$ cat src/rtl/iagc_controller.sv
// -----------------------------------------------------------------------------
// iagc_controller
//
// Purpose:
//   Top-level IAGC status sequencer. Steps RESET -> INIT -> IDLE -> ARMED ->
//   RUN and also has a FAULT state. It drives the IAGC status bus that the
//   watchdog and the rest of the IAGC datapath consume. All outputs come
//   straight from flops (Moore). o_iagcStatus is the registered state, so it
//   also serves as the debug view of the FSM.
//
// Optional feature (macro IAGC_AUTO_RECOVER_EN):
//   When the macro is defined, the block gains the parameter RECOVER_CYCLES.
//   FAULT then exits to INIT by itself after RECOVER_CYCLES cycles, unless
//   i_clearFault arrives first. When the macro is undefined, FAULT is left only
//   on i_clearFault or reset, and no recovery counting is built.
//
// Ports:
//   i_clock        system clock, rising edge
//   i_reset        synchronous, active-low reset
//   i_start        start request (level), sampled only in IDLE
//   i_stop         stop request (level), sampled in ARMED and RUN
//   i_clearFault   fault acknowledge, sampled only in FAULT
//   i_gateValid    o_valid from the watchdog
//   o_iagcStatus   current state encoding
//   o_running      high while in RUN
//   o_fault        high while in FAULT
//   o_faultCode    00 none, 01 arm timeout, 10 gate loss
//   o_runCycles    cycles spent in the current (or last) RUN episode
//
// Handshake note: this block has no valid/ready pairs. i_start, i_stop,
// i_clearFault and i_gateValid are plain levels, sampled on each rising edge
// only in the states listed above.
// -----------------------------------------------------------------------------
module iagc_controller #(
  parameter int IAGC_STATUS_SIZE = 4,
  parameter int INIT_CYCLES      = 16,
  parameter int ARM_TIMEOUT      = 64,
  parameter int LOSS_TICKS       = 8,
  parameter int CNT_WIDTH        = 16
`ifdef IAGC_AUTO_RECOVER_EN
  ,
  parameter int RECOVER_CYCLES   = 32
`endif
) (
  input  logic                        i_clock,
  input  logic                        i_reset,
  input  logic                        i_start,
  input  logic                        i_stop,
  input  logic                        i_clearFault,
  input  logic                        i_gateValid,
  output logic [IAGC_STATUS_SIZE-1:0] o_iagcStatus,
  output logic                        o_running,
  output logic                        o_fault,
  output logic [1:0]                  o_faultCode,
  output logic [CNT_WIDTH-1:0]        o_runCycles
);

  typedef enum logic [3:0] {
    ST_RESET = 4'b0000,
    ST_INIT  = 4'b0001,
    ST_IDLE  = 4'b0010,
    ST_ARMED = 4'b0011,
    ST_RUN   = 4'b0100,
    ST_FAULT = 4'b1111
  } state_e;

  localparam logic [1:0] CODE_NONE     = 2'b00;
  localparam logic [1:0] CODE_ARM_TO   = 2'b01;
  localparam logic [1:0] CODE_GATELOSS = 2'b10;

  // The phase counter is shared by INIT, ARMED and (optionally) FAULT. Only
  // one of these states is active at a time, and the counter clears on every
  // state entry. It only has to reach the largest terminal count minus one.
`ifdef IAGC_AUTO_RECOVER_EN
  localparam int T_MAX0 = (INIT_CYCLES > ARM_TIMEOUT) ? INIT_CYCLES : ARM_TIMEOUT;
  localparam int T_MAX  = (T_MAX0 > RECOVER_CYCLES) ? T_MAX0 : RECOVER_CYCLES;
`else
  localparam int T_MAX  = (INIT_CYCLES > ARM_TIMEOUT) ? INIT_CYCLES : ARM_TIMEOUT;
`endif
  localparam int TW = (T_MAX > 1) ? $clog2(T_MAX) : 1;
  localparam int LW = (LOSS_TICKS > 1) ? $clog2(LOSS_TICKS) : 1;

  localparam logic [TW-1:0] INIT_LAST = TW'(INIT_CYCLES - 1);
  localparam logic [TW-1:0] ARM_LAST  = TW'(ARM_TIMEOUT - 1);
  localparam logic [LW-1:0] LOSS_LAST = LW'(LOSS_TICKS - 1);
`ifdef IAGC_AUTO_RECOVER_EN
  localparam logic [TW-1:0] REC_LAST  = TW'(RECOVER_CYCLES - 1);
`endif

  state_e               state_q, state_d;
  logic [TW-1:0]        cnt_q, cnt_d;
  logic [LW-1:0]        loss_q, loss_d;
  logic [1:0]           code_q, code_d;
  logic [CNT_WIDTH-1:0] run_cycles_q, run_cycles_d;
  logic                 running_q, running_d;
  logic                 fault_q, fault_d;

  always_comb begin
    state_d      = state_q;
    cnt_d        = cnt_q;
    loss_d       = loss_q;
    code_d       = code_q;
    run_cycles_d = run_cycles_q;

    case (state_q)
      ST_RESET: state_d = ST_INIT;

      ST_INIT: begin
        cnt_d = cnt_q + TW'(1);
        if (cnt_q == INIT_LAST) state_d = ST_IDLE;
      end

      ST_IDLE: begin
        if (i_start) state_d = ST_ARMED;
      end

      // Stop wins over gate-valid, and gate-valid wins over the timeout.
      ST_ARMED: begin
        cnt_d = cnt_q + TW'(1);
        if (i_stop) begin
          state_d = ST_IDLE;
        end else if (i_gateValid) begin
          state_d = ST_RUN;
        end else if (cnt_q == ARM_LAST) begin
          state_d = ST_FAULT;
          code_d  = CODE_ARM_TO;
        end
      end

      // loss_q counts the consecutive low cycles already seen. The current
      // low cycle is the LOSS_TICKS-th one when loss_q sits at LOSS_LAST.
      ST_RUN: begin
        if (i_gateValid) loss_d = '0;
        else             loss_d = loss_q + LW'(1);
        if (i_stop) begin
          state_d = ST_IDLE;
        end else if (!i_gateValid && (loss_q == LOSS_LAST)) begin
          state_d = ST_FAULT;
          code_d  = CODE_GATELOSS;
        end
      end

      ST_FAULT: begin
`ifdef IAGC_AUTO_RECOVER_EN
        cnt_d = cnt_q + TW'(1);
        if (i_clearFault || (cnt_q == REC_LAST)) state_d = ST_INIT;
`else
        if (i_clearFault) state_d = ST_INIT;
`endif
      end

      default: state_d = ST_RESET;
    endcase

    // Every state entry starts the counters afresh.
    if (state_d != state_q) begin
      cnt_d  = '0;
      loss_d = '0;
    end

    // The clear on RUN entry and the count for that first RUN cycle are
    // merged into one step, so the first RUN cycle reads 1. On exit from
    // RUN the counter is frozen until the next entry.
    if ((state_d == ST_RUN) && (state_q != ST_RUN)) begin
      run_cycles_d = CNT_WIDTH'(1);
    end else if ((state_d == ST_RUN) && (run_cycles_q != {CNT_WIDTH{1'b1}})) begin
      run_cycles_d = run_cycles_q + CNT_WIDTH'(1);
    end

    if (state_d != ST_FAULT) code_d = CODE_NONE;

    running_d = (state_d == ST_RUN);
    fault_d   = (state_d == ST_FAULT);
  end

  always_ff @(posedge i_clock) begin
    if (!i_reset) begin
      state_q      <= ST_RESET;
      cnt_q        <= '0;
      loss_q       <= '0;
      code_q       <= CODE_NONE;
      run_cycles_q <= '0;
      running_q    <= 1'b0;
      fault_q      <= 1'b0;
    end else begin
      state_q      <= state_d;
      cnt_q        <= cnt_d;
      loss_q       <= loss_d;
      code_q       <= code_d;
      run_cycles_q <= run_cycles_d;
      running_q    <= running_d;
      fault_q      <= fault_d;
    end
  end

  assign o_iagcStatus = IAGC_STATUS_SIZE'(state_q);
  assign o_running    = running_q;
  assign o_fault      = fault_q;
  assign o_faultCode  = code_q;
  assign o_runCycles  = run_cycles_q;

endmodule

$ cat config.mk
export PLATFORM = sky130hd
export DESIGN_NAME = iagc_controller
export DESIGN_NICKNAME = d
export VERILOG_FILES = /design/src/rtl/iagc_controller.sv
export SDC_FILE = /design/constraint.sdc
export NUM_CORES = 1
export LEC_CHECK = 0
export BUFFER_PORTS_ARGS = -buffer_cell sky130_fd_sc_hd__clkbuf_2
export CORE_MARGIN = 5
export CORE_UTILIZATION = 30
export CTS_CLUSTER_DIAMETER = 80
export DETAILED_ROUTE_END_ITERATION = 16
export HOLD_SLACK_MARGIN = 0.02
export PLACE_DENSITY_LB_ADDON = 0.12
export SKIP_CTS_REPAIR_TIMING = 1
export SYNTH_ARGS = -nofsm -noshare
export SYNTH_HDL_FRONTEND = slang
export SYNTH_SLANG_ARGS = --single-unit
$ cat constraint.sdc
create_clock -name i_clock -period 3.6 [get_ports i_clock]
set_input_delay 0.9 -clock i_clock [delete_from_list [all_inputs] [get_ports i_clock]]
set_output_delay 0.9 -clock i_clock [all_outputs]
set_load 0.1 [all_outputs]
==> summary.txt <==
Critical path
  • Biggest cell delay along the critical path: 0.61 ns
  • Required @ worst endpoint: 3.82 ns
  • Crit start category: register
  • CP endpoint kind: register
  • Worst setup path start: o_iagcStatus[1]
  • CP delay by family, top: simple AND/OR/NAND/NOR gates
  • FF-to-FF setup slack: 0.72 ns
  • Reg-to-reg startpoint: o_iagcStatus[1]
  • Critical-path cell list: nor3b_1, a311oi_1, or4_4, or3_1, or4_1, a21oi_1
  • WP data arrival: 3.11 ns
  • CP bufs+invs: 0
  • CP Max Fanout: 16
  • CP Class: register to register
  • Crit path max-delay cell type: or3_1

Status
  • Outcome: complete, no violations

Place
  • Setup WS pre-CTS: between 0.4 and 0.5 ns
  • Gpl congestion: 0.775
  • Quantity of I/O buffers inserted on ports: 29
  • Post-Place Cells: between 300 and 400
  • Placed wire-length estimate: 3090 microns

GRT
  • Vias in the first global route: 1528
  • Initial antenna violation count: 0
  • Met3 GRT Util: under 10%
  • GR Overflow Total: 0
  • Grt met2 use: 18.4%
  • Global-route wire length before repair: 7130 microns
  • Met1 usage: 15.2%
  • Total track usage: 11.9%
  • Largest net degree at the start of global routing: 17
  • Grt peak-use layer: met2

STA
  • Slew @ Worst Pin: 0.681 ns
  • Final WS setup: 0.715 ns
  • Unrepaired setup endpoints after global routing: no
  • Min Clock Period, post-route: 2.88 ns
  • Slew headroom: 54.5%
  • Tcrit/Tclk final: about four fifths
  • Final Max Slew Viols: 0
  • Final Hold Fails: 0
  • Fmax: around 350 MHz
  • Worst Skew: 0.00801 ns
  • Total negative slack: 0 ns
  • # setup viols final: 0

Synthesis
  • Top-count cell post-synth: dfxtp_1
  • Number of flops mapped to enable cells by yosys: 0
  • Sequential fraction of the synthesis area: 37.2%
  • Largest area contributor in the netlist: dfxtp_1
  • Synth Flop Type: dfxtp_1
  • Yosys Warn Count: 0
  • Count of different cell masters after synthesis: 47
  • Avg Inst Size Synth: 8.18 sq um
  • Leading cell types by count after synthesis: dfxtp_1 (33), nor2_1 (26), nand2_1 (21)
  • Post-Syn Nets: 227
  • Mapped cell area: 0.00178 sq mm
  • Async SR Flop Fraction: 0%
  • Post-Synthesis Cells: between 200 and 250
  • Register bit total from synthesis: 33
  • Area contributors post-synth: dfxtp_1 (37%), nor2_1 (5.5%), nand2_1 (4.4%)
  • Share of the synthesized area in the top cell type: a little under two fifths

Floorplan
  • Boundary pin count: 30
  • Die area: between 0.007 and 0.008 sq mm
  • Placement row count: 28
  • Die width: 86.9 microns
  • Initial Util: 30.3%
  • Core area: 0.00585 sq mm
  • Vert. Die Dim: 86.9 microns

Drt
  • DR pass1 iterations: 4
  • Via density: 5.09
  • Antenna viol nets, final: 0
  • Avg WL per Cell: around 13 microns
  • Via Count: around 1600
  • WL final: 4180 microns
  • # DRC: 0
  • Number of DRC markers in iteration 0: 58

Hold path
  • HP Start: cnt_q[1]
  • HP Class: register to register

Clock network
  • CTS tree: done
  • Clock sink count: 33
  • H-tree levels: 2
  • CTS root buffer: clkbuf_8
  • Clock buffer depth: 2
  • Total CTS buffers: 5
  • Clk slew on worst S/H paths: 0.07 ns
  • Clock latency on the worst-skew pair: ~0.29 ns

Cells and area
  • Util after Layout: 35.4%
  • Antenna diodes: 0
  • Sequential cell area: 661 sq um
  • Layout cells sized above 1: between 10% and 20%
  • Number of fill cells in the layout: about 630
  • Area grow syn2layout: 16.8%
  • Nets: around 250
  • Final Non-Filler Cells: 320
  • Multi-input logic area: 0.00103 sq mm

Power
  • Leakage: between 0.7 and 0.8 nW
  • PnR Total Power: roughly 700 uW
  • Pwr Density: roughly 340 mW/mm^2
  • Peak VDD IR: roughly 0.15 mV

Run
  • Number of max-cap violations: 0
[layout by cell type, fill, tap and decap left out, types with 3 or more instances in the layout]
master / Yosys / routed
or3_1: 5 / 5
a21oi_1: 13 / 13
nand2_1: 21 / 21
buf_4: 1 / 3
or4_1: 4 / 4
xnor2_1: 5 / 5
and2_1: 3 / 3
nor4b_1: 4 / 4
o21a_1: 4 / 4
dfxtp_1: 33 / 33
nor2_1: 26 / 26
nand3_1: 9 / 9
mux2i_1: 3 / 3
clkbuf_8: 0 / 7
ha_1: 4 / 4
inv_1: 5 / 5
xor2_1: 3 / 3
nor4_1: 4 / 4
nor3_1: 4 / 4
and3_1: 4 / 4
o21ai_0: 11 / 11
a21boi_0: 3 / 3
clkbuf_2: 0 / 29
nor3b_1: 5 / 5
o31ai_1: 5 / 5
[metrics by stage]
| step | instance area, sq um | hold slack, ns |
|---|---|---|
| 6_report | 2070 | 0.477 |
| 5_1_grt | 2070 | 0.506 |
| 4_1_cts | 2070 | 0.483 |
| 3_5_place_dp | 1970 | 0.474 |
| 3_3_place_gp | 1970 | 0.467 |
| 2_1_floorplan | 1780 | 0.454 |
[tightest hold or removal path: stages, from the launching register on]
cell and delay [ns]:
dfxtp_1 0.32, nand2_1 0.06, a21oi_1 0.05
[registers in the layout, summed over array words and instances (netlist names)]
| register | cells |
|---|---|
| o_runCycles | 16 |
| cnt_q | 6 |
| o_iagcStatus | 4 |
| o_fault | 1 |
| o_faultCode | 2 |
| o_running | 1 |
| loss_q | 3 |
[logic make-up after synthesis]
logic type	synth area share (%)
buf+inv	4.72
simple gates	30.3
fa+ha+maj	2.82
flops	37.2
compound gates	19.3
xor+xnor	3.95
mux	1.69
[final cells by class]
cell class / count / share of cell area (%)
multi-input combinational: 167 / 49.7
tap: 75 / 4.53
sequential: 33 / 31.9
clock buffer: 7 / 4.65
inverter: 5 / 0.905
clock inverter: 1 / 0.241
timing repair buffer: 32 / 8.09
[routing by layer]
metal | up-vias | share of wire [%]
met5 | - | 0
met1 | 737 | 50
met4 | 0 | 1.4
met3 | 5 | 5.3
li1 | 857 | -
met2 | 30 | 43
[path summary, 6_finish.rpt]
path / to / depth (start not counted)
setup / recovery: o_runCycles[5] / 6
hold / removal: cnt_q[1] / 2
setup reg to reg: o_runCycles[5] / 6
hold reg to reg: cnt_q[1] / 2
[where the power goes]
group	total [mW]	internal [mW]	switching [mW]
logic	0.0262	0.00863	0.0175
clock network	0.310	0.173	0.137
registers	0.369	0.366	0.00297
Note: power is estimated with default switching activity, not from simulation.
